$ cat src/rtl/fir_decim_capture_if.sv
// rtl/fir_decim_capture_if.sv - sample-in / FIFO-out stream bundle for fir_decim_capture
interface fir_decim_capture_if #(
    parameter int DW = 32
);
    logic          in_valid_i;
    logic [DW-1:0] in_data_i;
    logic          out_valid_o;
    logic [DW-1:0] out_data_o;
    logic          out_ready_i;

    // slave: the capture block; master: the FIR source plus downstream consumer
    modport slave (
        input  in_valid_i,
        input  in_data_i,
        input  out_ready_i,
        output out_valid_o,
        output out_data_o
    );

    modport master (
        output in_valid_i,
        output in_data_i,
        output out_ready_i,
        input  out_valid_o,
        input  out_data_o
    );
endinterface

$ cat src/rtl/fir_decim_capture.sv
// rtl/fir_decim_capture.sv - decimating frame capture of FIR output into a FWFT FIFO
module fir_decim_capture #(
    parameter int DW    = 32,
    parameter int DEPTH = 16,
    parameter int AW    = 4
) (
    input  logic                 wb_clk_i,
    input  logic                 wb_rst_i,
    input  logic                 start_i,
    input  logic [7:0]           decim_i,
    input  logic [7:0]           frame_len_i,
    fir_decim_capture_if.slave   s,
    output logic [AW:0]          count_o,
    output logic                 busy_o,
    output logic                 done_o,
    output logic                 overflow_o
);

    typedef enum logic [1:0] {
        ST_IDLE    = 2'd0,
        ST_CAPTURE = 2'd1,
        ST_DONE    = 2'd2
    } state_t;

    state_t        state_q, state_d;
    logic [AW-1:0] wr_ptr_q, wr_ptr_d;
    logic [AW-1:0] rd_ptr_q, rd_ptr_d;
    logic [AW:0]   count_q, count_d;
    logic          overflow_q, overflow_d;
    logic [7:0]    phase_q, phase_d;
    logic [7:0]    kept_q, kept_d;
    logic [7:0]    decim_q, decim_d;
    logic [7:0]    frame_len_q, frame_len_d;

    logic [DW-1:0] mem_q [DEPTH];

    logic full;
    logic empty;
    logic frame_end;
    logic sample_slot;
    logic keep;
    logic push;
    logic pop;
    logic mem_we;

    // Full/empty come from the registered count, so a same-cycle pop never frees room for a push.
    assign full        = (count_q == (AW+1)'(DEPTH));
    assign empty       = (count_q == '0);
    assign frame_end   = (kept_q == frame_len_q);
    assign sample_slot = (state_q == ST_CAPTURE) && !frame_end && s.in_valid_i;
    assign keep        = sample_slot && (phase_q == 8'd0);
    assign push        = keep && !full;
    assign pop         = !empty && s.out_ready_i;

    always_comb begin
        state_d     = state_q;
        wr_ptr_d    = wr_ptr_q;
        rd_ptr_d    = rd_ptr_q;
        count_d     = count_q;
        overflow_d  = overflow_q;
        phase_d     = phase_q;
        kept_d      = kept_q;
        decim_d     = decim_q;
        frame_len_d = frame_len_q;
        mem_we      = push;

        if (sample_slot) begin
            phase_d = (phase_q == decim_q - 8'd1) ? 8'd0 : phase_q + 8'd1;
        end

        if (keep) begin
            kept_d = kept_q + 8'd1;
            if (full) begin
                overflow_d = 1'b1;
            end
        end

        if (push) begin
            wr_ptr_d = wr_ptr_q + AW'(1);
        end
        if (pop) begin
            rd_ptr_d = rd_ptr_q + AW'(1);
        end
        count_d = count_q + (AW+1)'(push) - (AW+1)'(pop);

        case (state_q)
            ST_IDLE: begin
                state_d = ST_IDLE;
            end
            ST_CAPTURE: begin
                // Leave on the edge that records the last kept slot so done follows immediately.
                if (frame_end || (keep && (kept_q + 8'd1 == frame_len_q))) begin
                    state_d = ST_DONE;
                end
            end
            ST_DONE: begin
                state_d = ST_IDLE;
            end
            default: begin
                state_d = ST_IDLE;
            end
        endcase

        // start_i overrides every push, pop and transition computed above.
        if (start_i) begin
            state_d     = ST_CAPTURE;
            wr_ptr_d    = '0;
            rd_ptr_d    = '0;
            count_d     = '0;
            overflow_d  = 1'b0;
            phase_d     = 8'd0;
            kept_d      = 8'd0;
            decim_d     = (decim_i == 8'd0) ? 8'd1 : decim_i;
            frame_len_d = frame_len_i;
            mem_we      = 1'b0;
        end
    end

    always_ff @(posedge wb_clk_i) begin
        if (wb_rst_i) begin
            state_q     <= ST_IDLE;
            wr_ptr_q    <= '0;
            rd_ptr_q    <= '0;
            count_q     <= '0;
            overflow_q  <= 1'b0;
            phase_q     <= 8'd0;
            kept_q      <= 8'd0;
            decim_q     <= 8'd1;
            frame_len_q <= 8'd0;
        end else begin
            state_q     <= state_d;
            wr_ptr_q    <= wr_ptr_d;
            rd_ptr_q    <= rd_ptr_d;
            count_q     <= count_d;
            overflow_q  <= overflow_d;
            phase_q     <= phase_d;
            kept_q      <= kept_d;
            decim_q     <= decim_d;
            frame_len_q <= frame_len_d;
        end
    end

    // Storage needs no reset; occupancy alone decides what is valid.
    always_ff @(posedge wb_clk_i) begin
        if (mem_we && !wb_rst_i) begin
            mem_q[wr_ptr_q] <= s.in_data_i;
        end
    end

    assign s.out_valid_o = !empty;
    assign s.out_data_o  = mem_q[rd_ptr_q];
    assign count_o       = count_q;
    assign busy_o        = (state_q == ST_CAPTURE);
    assign done_o        = (state_q == ST_DONE);
    assign overflow_o    = overflow_q;

endmodule
$ cat src/flat_wrapper.sv
// flat-port wrapper written by rule: the top's interface ports become plain ports
module fir_decim_capture_flat 
#(
    parameter int DW    = 32,
    parameter int DEPTH = 16,
    parameter int AW    = 4
)
  (wb_clk_i, wb_rst_i, start_i, decim_i, frame_len_i, count_o, busy_o, done_o, overflow_o, s_in_valid_i, s_in_data_i, s_out_ready_i, s_out_valid_o, s_out_data_o);
  fir_decim_capture_if #(.DW(DW)) s_i ();
  input  logic wb_clk_i;
  input  logic wb_rst_i;
  input  logic start_i;
  input  logic [7:0] decim_i;
  input  logic [7:0] frame_len_i;
  output logic [AW:0] count_o;
  output logic busy_o;
  output logic done_o;
  output logic overflow_o;
  input wire logic [$bits(s_i.in_valid_i)-1:0] s_in_valid_i;
  input wire logic [$bits(s_i.in_data_i)-1:0] s_in_data_i;
  input wire logic [$bits(s_i.out_ready_i)-1:0] s_out_ready_i;
  output wire logic [$bits(s_i.out_valid_o)-1:0] s_out_valid_o;
  output wire logic [$bits(s_i.out_data_o)-1:0] s_out_data_o;
  assign s_i.in_valid_i = s_in_valid_i;
  assign s_i.in_data_i = s_in_data_i;
  assign s_i.out_ready_i = s_out_ready_i;
  assign s_out_valid_o = s_i.out_valid_o;
  assign s_out_data_o = s_i.out_data_o;
  fir_decim_capture #(.DW(DW), .DEPTH(DEPTH), .AW(AW)) u_core (.wb_clk_i(wb_clk_i), .wb_rst_i(wb_rst_i), .start_i(start_i), .decim_i(decim_i), .frame_len_i(frame_len_i), .s(s_i), .count_o(count_o), .busy_o(busy_o), .done_o(done_o), .overflow_o(overflow_o));
endmodule
$ cat config.mk
export PLATFORM = sky130hd
export DESIGN_NAME = fir_decim_capture_flat
export DESIGN_NICKNAME = d
export VERILOG_FILES = /design/src/rtl/fir_decim_capture_if.sv /design/src/rtl/fir_decim_capture.sv /design/src/flat_wrapper.sv
export SDC_FILE = /design/constraint.sdc
export NUM_CORES = 1
export LEC_CHECK = 0
export BUFFER_PORTS_ARGS = -buffer_cell sky130_fd_sc_hd__buf_2
export CAP_MARGIN = 20
export CORE_MARGIN = 2
export CORE_UTILIZATION = 55
export CTS_CLUSTER_SIZE = 24
export DETAILED_ROUTE_END_ITERATION = 8
export PLACE_DENSITY = 0.8
export SETUP_SLACK_MARGIN = 0.4
export SLEW_MARGIN = 10
export SYNTH_ARGS = -nofsm -noshare
export SYNTH_HDL_FRONTEND = slang
export SYNTH_SLANG_ARGS = --single-unit
$ cat constraint.sdc
create_clock -name wb_clk_i -period 3.6 [get_ports wb_clk_i]
set_input_delay 0.36 -clock wb_clk_i [delete_from_list [all_inputs] [get_ports wb_clk_i]]
set_output_delay 0.36 -clock wb_clk_i [all_outputs]
set_load 0.05 [all_outputs]
# After elaboration in Yosys (flattened, before gate mapping)
# Memory sizes are Yosys's and may differ from the RTL's. A register that Yosys moved wholly into a read port is not among the register bits.
# Cells that the tools add are included.
totals:
  register_bits: 48
  mem_bits_rw: 512
  output_inout_bits: 41
  word_cells: 54
  mem_count: 1
classes:
  add_sub_neg: 7
  eq_ne: 7
  n_mux: 10
  bitwise_logic: 1
  reduce_logical: 18
mem_list:
  columns: ["name", "words", "word_bits", "read_ports", "rd_clocked_by_memory_dff", "write_ports", "line_no", "source"]
  rows:
  - ["u_core.mem_q", 16, 32, 1, 1, 1, "fir_decim_capture.sv:35", "logic [DW-1:0] mem_q [DEPTH];"]
op_table:
  columns: ["cell", "count"]
  rows:
  - ["$eq A8 B8 Y1", 3]
  - ["$add A8 B1 Y8 const B", 2]
  - ["$logic_not A8 Y1", 2]
  - ["$mux W8", 2]
  - ["$add A4 B1 Y4 const B", 2]
  - ["$mux W4", 2]
  - ["$sub A8 B1 Y8 const B", 1]
  - ["$logic_and A1 B1 Y1", 7]
  - ["$mux W1", 6]
  - ["$add A5 B1 Y5", 1]
  - ["$eq A5 B5 Y1 const B", 1]
  - ["$logic_not A5 Y1", 1]
  - ["$sub A5 B1 Y5", 1]
  - ["$logic_not A1 Y1", 4]
  - ["$ne A3 B2 Y1 const B", 1]
  - ["$reduce_or A3 Y1", 1]
  - ["$eq A2 B1 Y1 const B", 1]
  - ["$eq A2 B2 Y1 const B", 1]
  - ["$reduce_and A2 Y1", 1]
  - ["$reduce_or A2 Y1", 1]
  - ["$logic_or A1 B1 Y1", 1]
  - ["$not A1 Y1", 1]

# Longest topological paths before layout
logic_depth:
  word_depth: 10
  ltp_mapped: 14

# Least setup slack after synthesis
# No wires, ideal clock.
synth_path:
  path_type: "register to register"
  start: "reg u_core.count_q[2], in the netlist u_core.count_o[2]"
  end: "mem u_core.mem_q[12][0], enable pin"
  setup_time_ps: 421
  t_arrival_ps: 3193
  path_slack_ps: -15
  path_stages_with_launch: 8
  path_buffers: 0
  synth_period_minus_slack_ps: 3615
  path_cell_list: "dfxtp_1 -> inv_1 -> ha_1 -> and4_1 -> a2111o_1 -> inv_2 -> nand4_1 -> nor2_1"
synth_via:
  elab_chain_len: 7
synth_lines:
  columns: ["element", "line_no", "source"]
  rows:
  - ["from (decl)", "fir_decim_capture.sv:28", "logic [AW:0] count_q, count_d;"]
  - ["from (signal assigned)", "fir_decim_capture.sv:134", "count_q <= count_d;"]
  - ["$eq A5 B5 Y1", "fir_decim_capture.sv:47", "assign full = (count_q == (AW+1)'(DEPTH));"]
  - ["$logic_not A1 Y1", "fir_decim_capture.sv:52", "assign push = keep && !full;"]
  - ["$logic_and A1 B1 Y1", "fir_decim_capture.sv:52", null]
  - ["$mux W1", "fir_decim_capture.sv:105", "if (start_i) begin"]
  - ["$logic_and A1 B1 Y1", "fir_decim_capture.sv:145", "if (mem_we && !wb_rst_i) begin"]
  - ["$mux W1", "fir_decim_capture.sv:145", null]
  - ["$mux W1 (implied by the code)", "fir_decim_capture.sv:146", "mem_q[wr_ptr_q] <= s.in_data_i;"]
  - ["to (decl)", "fir_decim_capture.sv:35", null]
# No other way between the ends.

# Final worst setup path
layout_path:
  start: "reg u_core.phase_q[0]"
  end: "mem u_core.mem_q[8][29], enable pin"
layout_via:
  elab_chain_len: 7
layout_lines:
  columns: ["element", "line_no", "source"]
  rows:
  - ["from (decl)", "fir_decim_capture.sv:30", "logic [7:0] phase_q, phase_d;"]
  - ["from (signal assigned)", "fir_decim_capture.sv:136", "phase_q <= phase_d;"]
  - ["$logic_not A8 Y1", "fir_decim_capture.sv:51", "assign keep = sample_slot && (phase_q == 8'd0);"]
  - ["$logic_and A1 B1 Y1", "fir_decim_capture.sv:51", null]
  - ["$logic_and A1 B1 Y1", "fir_decim_capture.sv:52", null]
  - ["$mux W1", "fir_decim_capture.sv:105", null]
  - ["$logic_and A1 B1 Y1", "fir_decim_capture.sv:145", null]
  - ["$mux W1", "fir_decim_capture.sv:145", null]
  - ["$mux W1 (implied by the code)", "fir_decim_capture.sv:146", null]
# No other way between the ends.

==> metrics.md <==
| Metric | Value |
|---|---|
| Global-route usage over all layers | 24.5% |
| Maximum Capacitance Violations | 0 |
| Asr flop ratio synth | 0% |
| Number of filler instances in the final layout | 2,596 |
| Total clock sinks | 564 |
| Worst-margin pin slew | 1.08 ns |
| Weighted congestion at the end of routability-driven global placement | 0.808 |
| PnR worst setup slack | 0.444 ns |
| Overall power consumption | 14.5 mW |
| Total via count in the routed design | 10,900 |
| X dimension of the die | 204 um |
| Critical Path AT | 3.45 ns |
| Clock insertion delay at the later pin of the skew report | 0.61 ns |
| Detail Placement HPWL | 26,300 um |
| Initial antenna violation count | 0 |
| Initial core utilization | 55.7% |
| Port Buffer Count | 93 |
| Share of post-route cells with drive strength above 1 | 32.5% |
| Crit path kind | reg -> reg |
| Overall overflow remaining after global route | 0 |
| Period Utilization, post-route | 87.7% |
| Overall die height | 204 um |
| CTS tree | yes |
| Final hold vios | 0 |
| Static leakage power | 8.10 nW |
| Clock Root Buffer | sky130_fd_sc_hd__clkbuf_16 |
| Status | complete, no violations |
| Area of the die | 41,800 um2 |
| Combined area of the multi-input logic cells | 5420 um2 |
| Number of distinct library cells after synthesis | 52 |
| Boundary Pins | 94 |
| Number of detailed-route iterations in the first pass | 5 |
| Worst hold margin | 0.0195 ns |
| Capture point of the critical path | u_core.mem_q[8][29] |
| Storage element area | 16,400 um2 |
| Total standard cell area after synthesis | 22,100 um2 |
| Number of nets produced by synthesis | 1,116 |
| Avg Cell Area, Syn | 21.1 um2 |
| Worst hold path stage count | 3 |
| Routed length per instance | 28.1 um |
| Crit path time final | 3.16 ns |
| Number of global-route vias before repair | 11,400 |
| Syn-to-layout area delta | 15.5% |
| Average via count per standard cell | 6.20 |
| Count of flip-flops with a built-in enable after synthesis | 512 |
| Summed negative setup slack over all endpoints | 0 ns |
| Clk slew on worst S/H paths | 0.06 ns |
| Worst R2R Path Depth | 8 |
| Worst hold path type | in -> reg |
| Main flop type after synthesis | sky130_fd_sc_hd__edfxtp_1 |
| Worst-case clock buffer depth | 3 |
| Sequential element share of the synthesized area | 74.4% |
| CP required | 3.90 ns |
| Total of flip-flops plus latches after synthesis | 564 |
| Worst setup slack for register-to-register paths | 0.44 ns |
| Pre-CTS setup slack | 0.479 ns |
| Number of warnings printed during yosys synthesis | 0 |
| Total Nets Final | 1,266 |
| Worst-case headroom to the max-slew limit | 28.1% |
| Number of slew-limit violations in the final report | 0 |
| Placed cell count | 1,649 |
| Number of non-filler instances in the completed layout | 1,764 |
| H-tree depth reported by CTS | 2 |
| Setup-failing EPs final | 0 |
| Wire length of the first global-routing pass | 74,300 um |
| Worst IR Drop VDD | 0.396 mV |
| Crit Reg-Reg Startpoint | u_core.phase_q[0] |
| Number of instances in the synthesized netlist | 1,047 |
| Iter 0 DRT Violations | 1,216 |
| Floorplan row count | 73 |
| CP Max Fanout | 20 |
| Remaining number of nets flagged by the antenna check after routing | 0 |
| R2R Path End | u_core.mem_q[8][29] |
| Worst setup startpoint | u_core.phase_q[0] |
| Core region area | 39,600 um2 |
| Number of antenna diodes | 0 |
| Routed WL | 49,600 um |
| Critical Path Sink Type | flip-flop |
| Critical Path Source Type | flip-flop |
| Worst clock skew | 0.0212 ns |
| Total clock buffers created by CTS | 54 |
| RSZ-0062 raised after global routing | yes |
| Number of remaining DRC errors | 0 |
| Maximum achievable frequency | 317 MHz |
| Maximum number of pins on one net before global-route repair | 47 |
| Power density over the cells | 568 nW/um2 |
==> state kept, by name (all words and copies together) (netlist names), named ones only <==
register / cells
u_core.overflow_o: 1
u_core.count_o: 5
u_core.frame_len_q: 8
u_core.phase_q: 8
u_core.wr_ptr_q: 4
u_core.kept_q: 8
u_core.state_q: 2
u_core.rd_ptr_q: 4
u_core.mem_q: 512
u_core.decim_q: 8
==> area by class of cell <==
class | count | share of cell area [%]
sequential | 564 | 64.4
tap | 525 | 2.58
multi-input combinational | 414 | 21.3
timing repair buffer | 142 | 4.56
inverter | 21 | 0.309
clock buffer | 63 | 5.52
clock inverter | 35 | 1.34
==> cells in the mapped netlist, types with 2 or more instances <==
master / number / share of area (%)
sky130_fd_sc_hd__edfxtp_1: 512 / 70
sky130_fd_sc_hd__mux4_2: 160 / 16
sky130_fd_sc_hd__dfxtp_1: 52 / 4.7
sky130_fd_sc_hd__nor2_1: 39 / 0.66
sky130_fd_sc_hd__clkbuf_1: 26 / 0.44
sky130_fd_sc_hd__xnor2_1: 23 / 0.91
sky130_fd_sc_hd__a21oi_1: 21 / 0.48
sky130_fd_sc_hd__inv_1: 20 / 0.34
sky130_fd_sc_hd__nand2_1: 18 / 0.31
sky130_fd_sc_hd__mux2i_1: 17 / 0.77
sky130_fd_sc_hd__buf_2: 16 / 0.36
sky130_fd_sc_hd__xor2_1: 16 / 0.63
sky130_fd_sc_hd__and2_1: 15 / 0.43
sky130_fd_sc_hd__ha_1: 15 / 0.85
sky130_fd_sc_hd__o21ai_0: 9 / 0.20
sky130_fd_sc_hd__nand3_1: 8 / 0.18
sky130_fd_sc_hd__nor3_1: 6 / 0.14
sky130_fd_sc_hd__nor4_1: 6 / 0.17
sky130_fd_sc_hd__or3_1: 6 / 0.17
sky130_fd_sc_hd__buf_1: 5 / 0.085
sky130_fd_sc_hd__nand2b_1: 5 / 0.14
sky130_fd_sc_hd__and4_1: 4 / 0.16
sky130_fd_sc_hd__a2111oi_0: 3 / 0.12
sky130_fd_sc_hd__a211oi_1: 3 / 0.10
sky130_fd_sc_hd__nand4_1: 3 / 0.085
sky130_fd_sc_hd__or4_1: 3 / 0.10
sky130_fd_sc_hd__a2111o_1: 2 / 0.10
sky130_fd_sc_hd__a2111oi_1: 2 / 0.091
sky130_fd_sc_hd__a21boi_0: 2 / 0.068
sky130_fd_sc_hd__and3_1: 2 / 0.057
sky130_fd_sc_hd__nand3b_1: 2 / 0.068
sky130_fd_sc_hd__nor2b_1: 2 / 0.057
sky130_fd_sc_hd__nor4_2: 2 / 0.11
sky130_fd_sc_hd__o211ai_1: 2 / 0.068
sky130_fd_sc_hd__o21a_1: 2 / 0.068
sky130_fd_sc_hd__o31ai_1: 2 / 0.068
==> cell usage in the layout (no fill, tap or decap), types with 18 or more instances in the layout <==
| cell type | synthesis | layout |
|---|---|---|
| sky130_fd_sc_hd__nor2_1 | 39 | 35 |
| sky130_fd_sc_hd__xnor2_1 | 23 | 23 |
| sky130_fd_sc_hd__clkbuf_16 | 0 | 55 |
| sky130_fd_sc_hd__dfxtp_1 | 52 | 46 |
| sky130_fd_sc_hd__mux4_2 | 160 | 160 |
| sky130_fd_sc_hd__buf_2 | 16 | 93 |
| sky130_fd_sc_hd__inv_1 | 20 | 20 |
| sky130_fd_sc_hd__a21oi_1 | 21 | 21 |
| sky130_fd_sc_hd__edfxtp_1 | 512 | 512 |
| sky130_fd_sc_hd__nand2_1 | 18 | 18 |
==> kinds of logic after synthesis <==
group / after synthesis / share of synthesized area (%)
multiplexers: 178 / 17.1
AND/OR/NAND/NOR: 125 / 2.99
AO/OA/AOI/OAI: 56 / 1.71
adder cells (fa/ha/maj): 16 / 0.941
buffers and inverters: 69 / 1.30
flip-flops: 564 / 74.4
XOR/XNOR: 39 / 1.55
==> how the worst min path moves through the flow <==
stage / startpoint / to
2_1_floorplan: u_core.state_q[1] / u_core.state_q[1]
3_3_place_gp: u_core.state_q[1] / u_core.state_q[1]
3_5_place_dp: u_core.state_q[1] / u_core.state_q[1]
4_1_cts: frame_len_i[2] / u_core.frame_len_q[2]
5_1_grt: frame_len_i[2] / u_core.frame_len_q[2]
6_report: decim_i[1] / u_core.decim_q[1]
==> through the flow <==
stage	util (%)	area (um2)
after global placement	59.3	23500
after floorplan	-	22100
final	64.3	25500
after CTS	64.3	25500
after global routing	64.3	25500
after detailed placement	59.3	23500
==> layer usage <==
metal | GRT usage [%] | vias up | routed length (um)
met3 | 3.86 | 69 | 3130
met5 | 0 | - | 0
met4 | 6.63 | 0 | 1110
li1 | - | 4630 | -
met2 | 41.9 | 491 | 25900
met1 | 33.2 | 5749 | 19400
==> power by group <==
group	switching (mW)	internal, mW
combinational	0.882	0.689
clock	2.44	3.23
sequential	0.0527	7.18
total	3.38	11.1
==> repair_timing <==
item,CTS,global route
setup buffers,4,1
setup endpoints to repair,29,94
cloned,2,0
endpoints found under the hold margin,10,0
resized for setup,3,2
hold buffers,10,0
==> critical path: stages (launching register included) <==
cell,delay (ns)
sky130_fd_sc_hd__dfxtp_1,0.37
sky130_fd_sc_hd__inv_1,0.08
sky130_fd_sc_hd__ha_1,0.14
sky130_fd_sc_hd__nor4b_1,0.32
sky130_fd_sc_hd__nand2_1,0.17
sky130_fd_sc_hd__a2111o_1,0.51
sky130_fd_sc_hd__nor4_2,0.45
sky130_fd_sc_hd__and2_2,0.53
sky130_fd_sc_hd__buf_12,0.24
(Power assumes the default switching activity.)
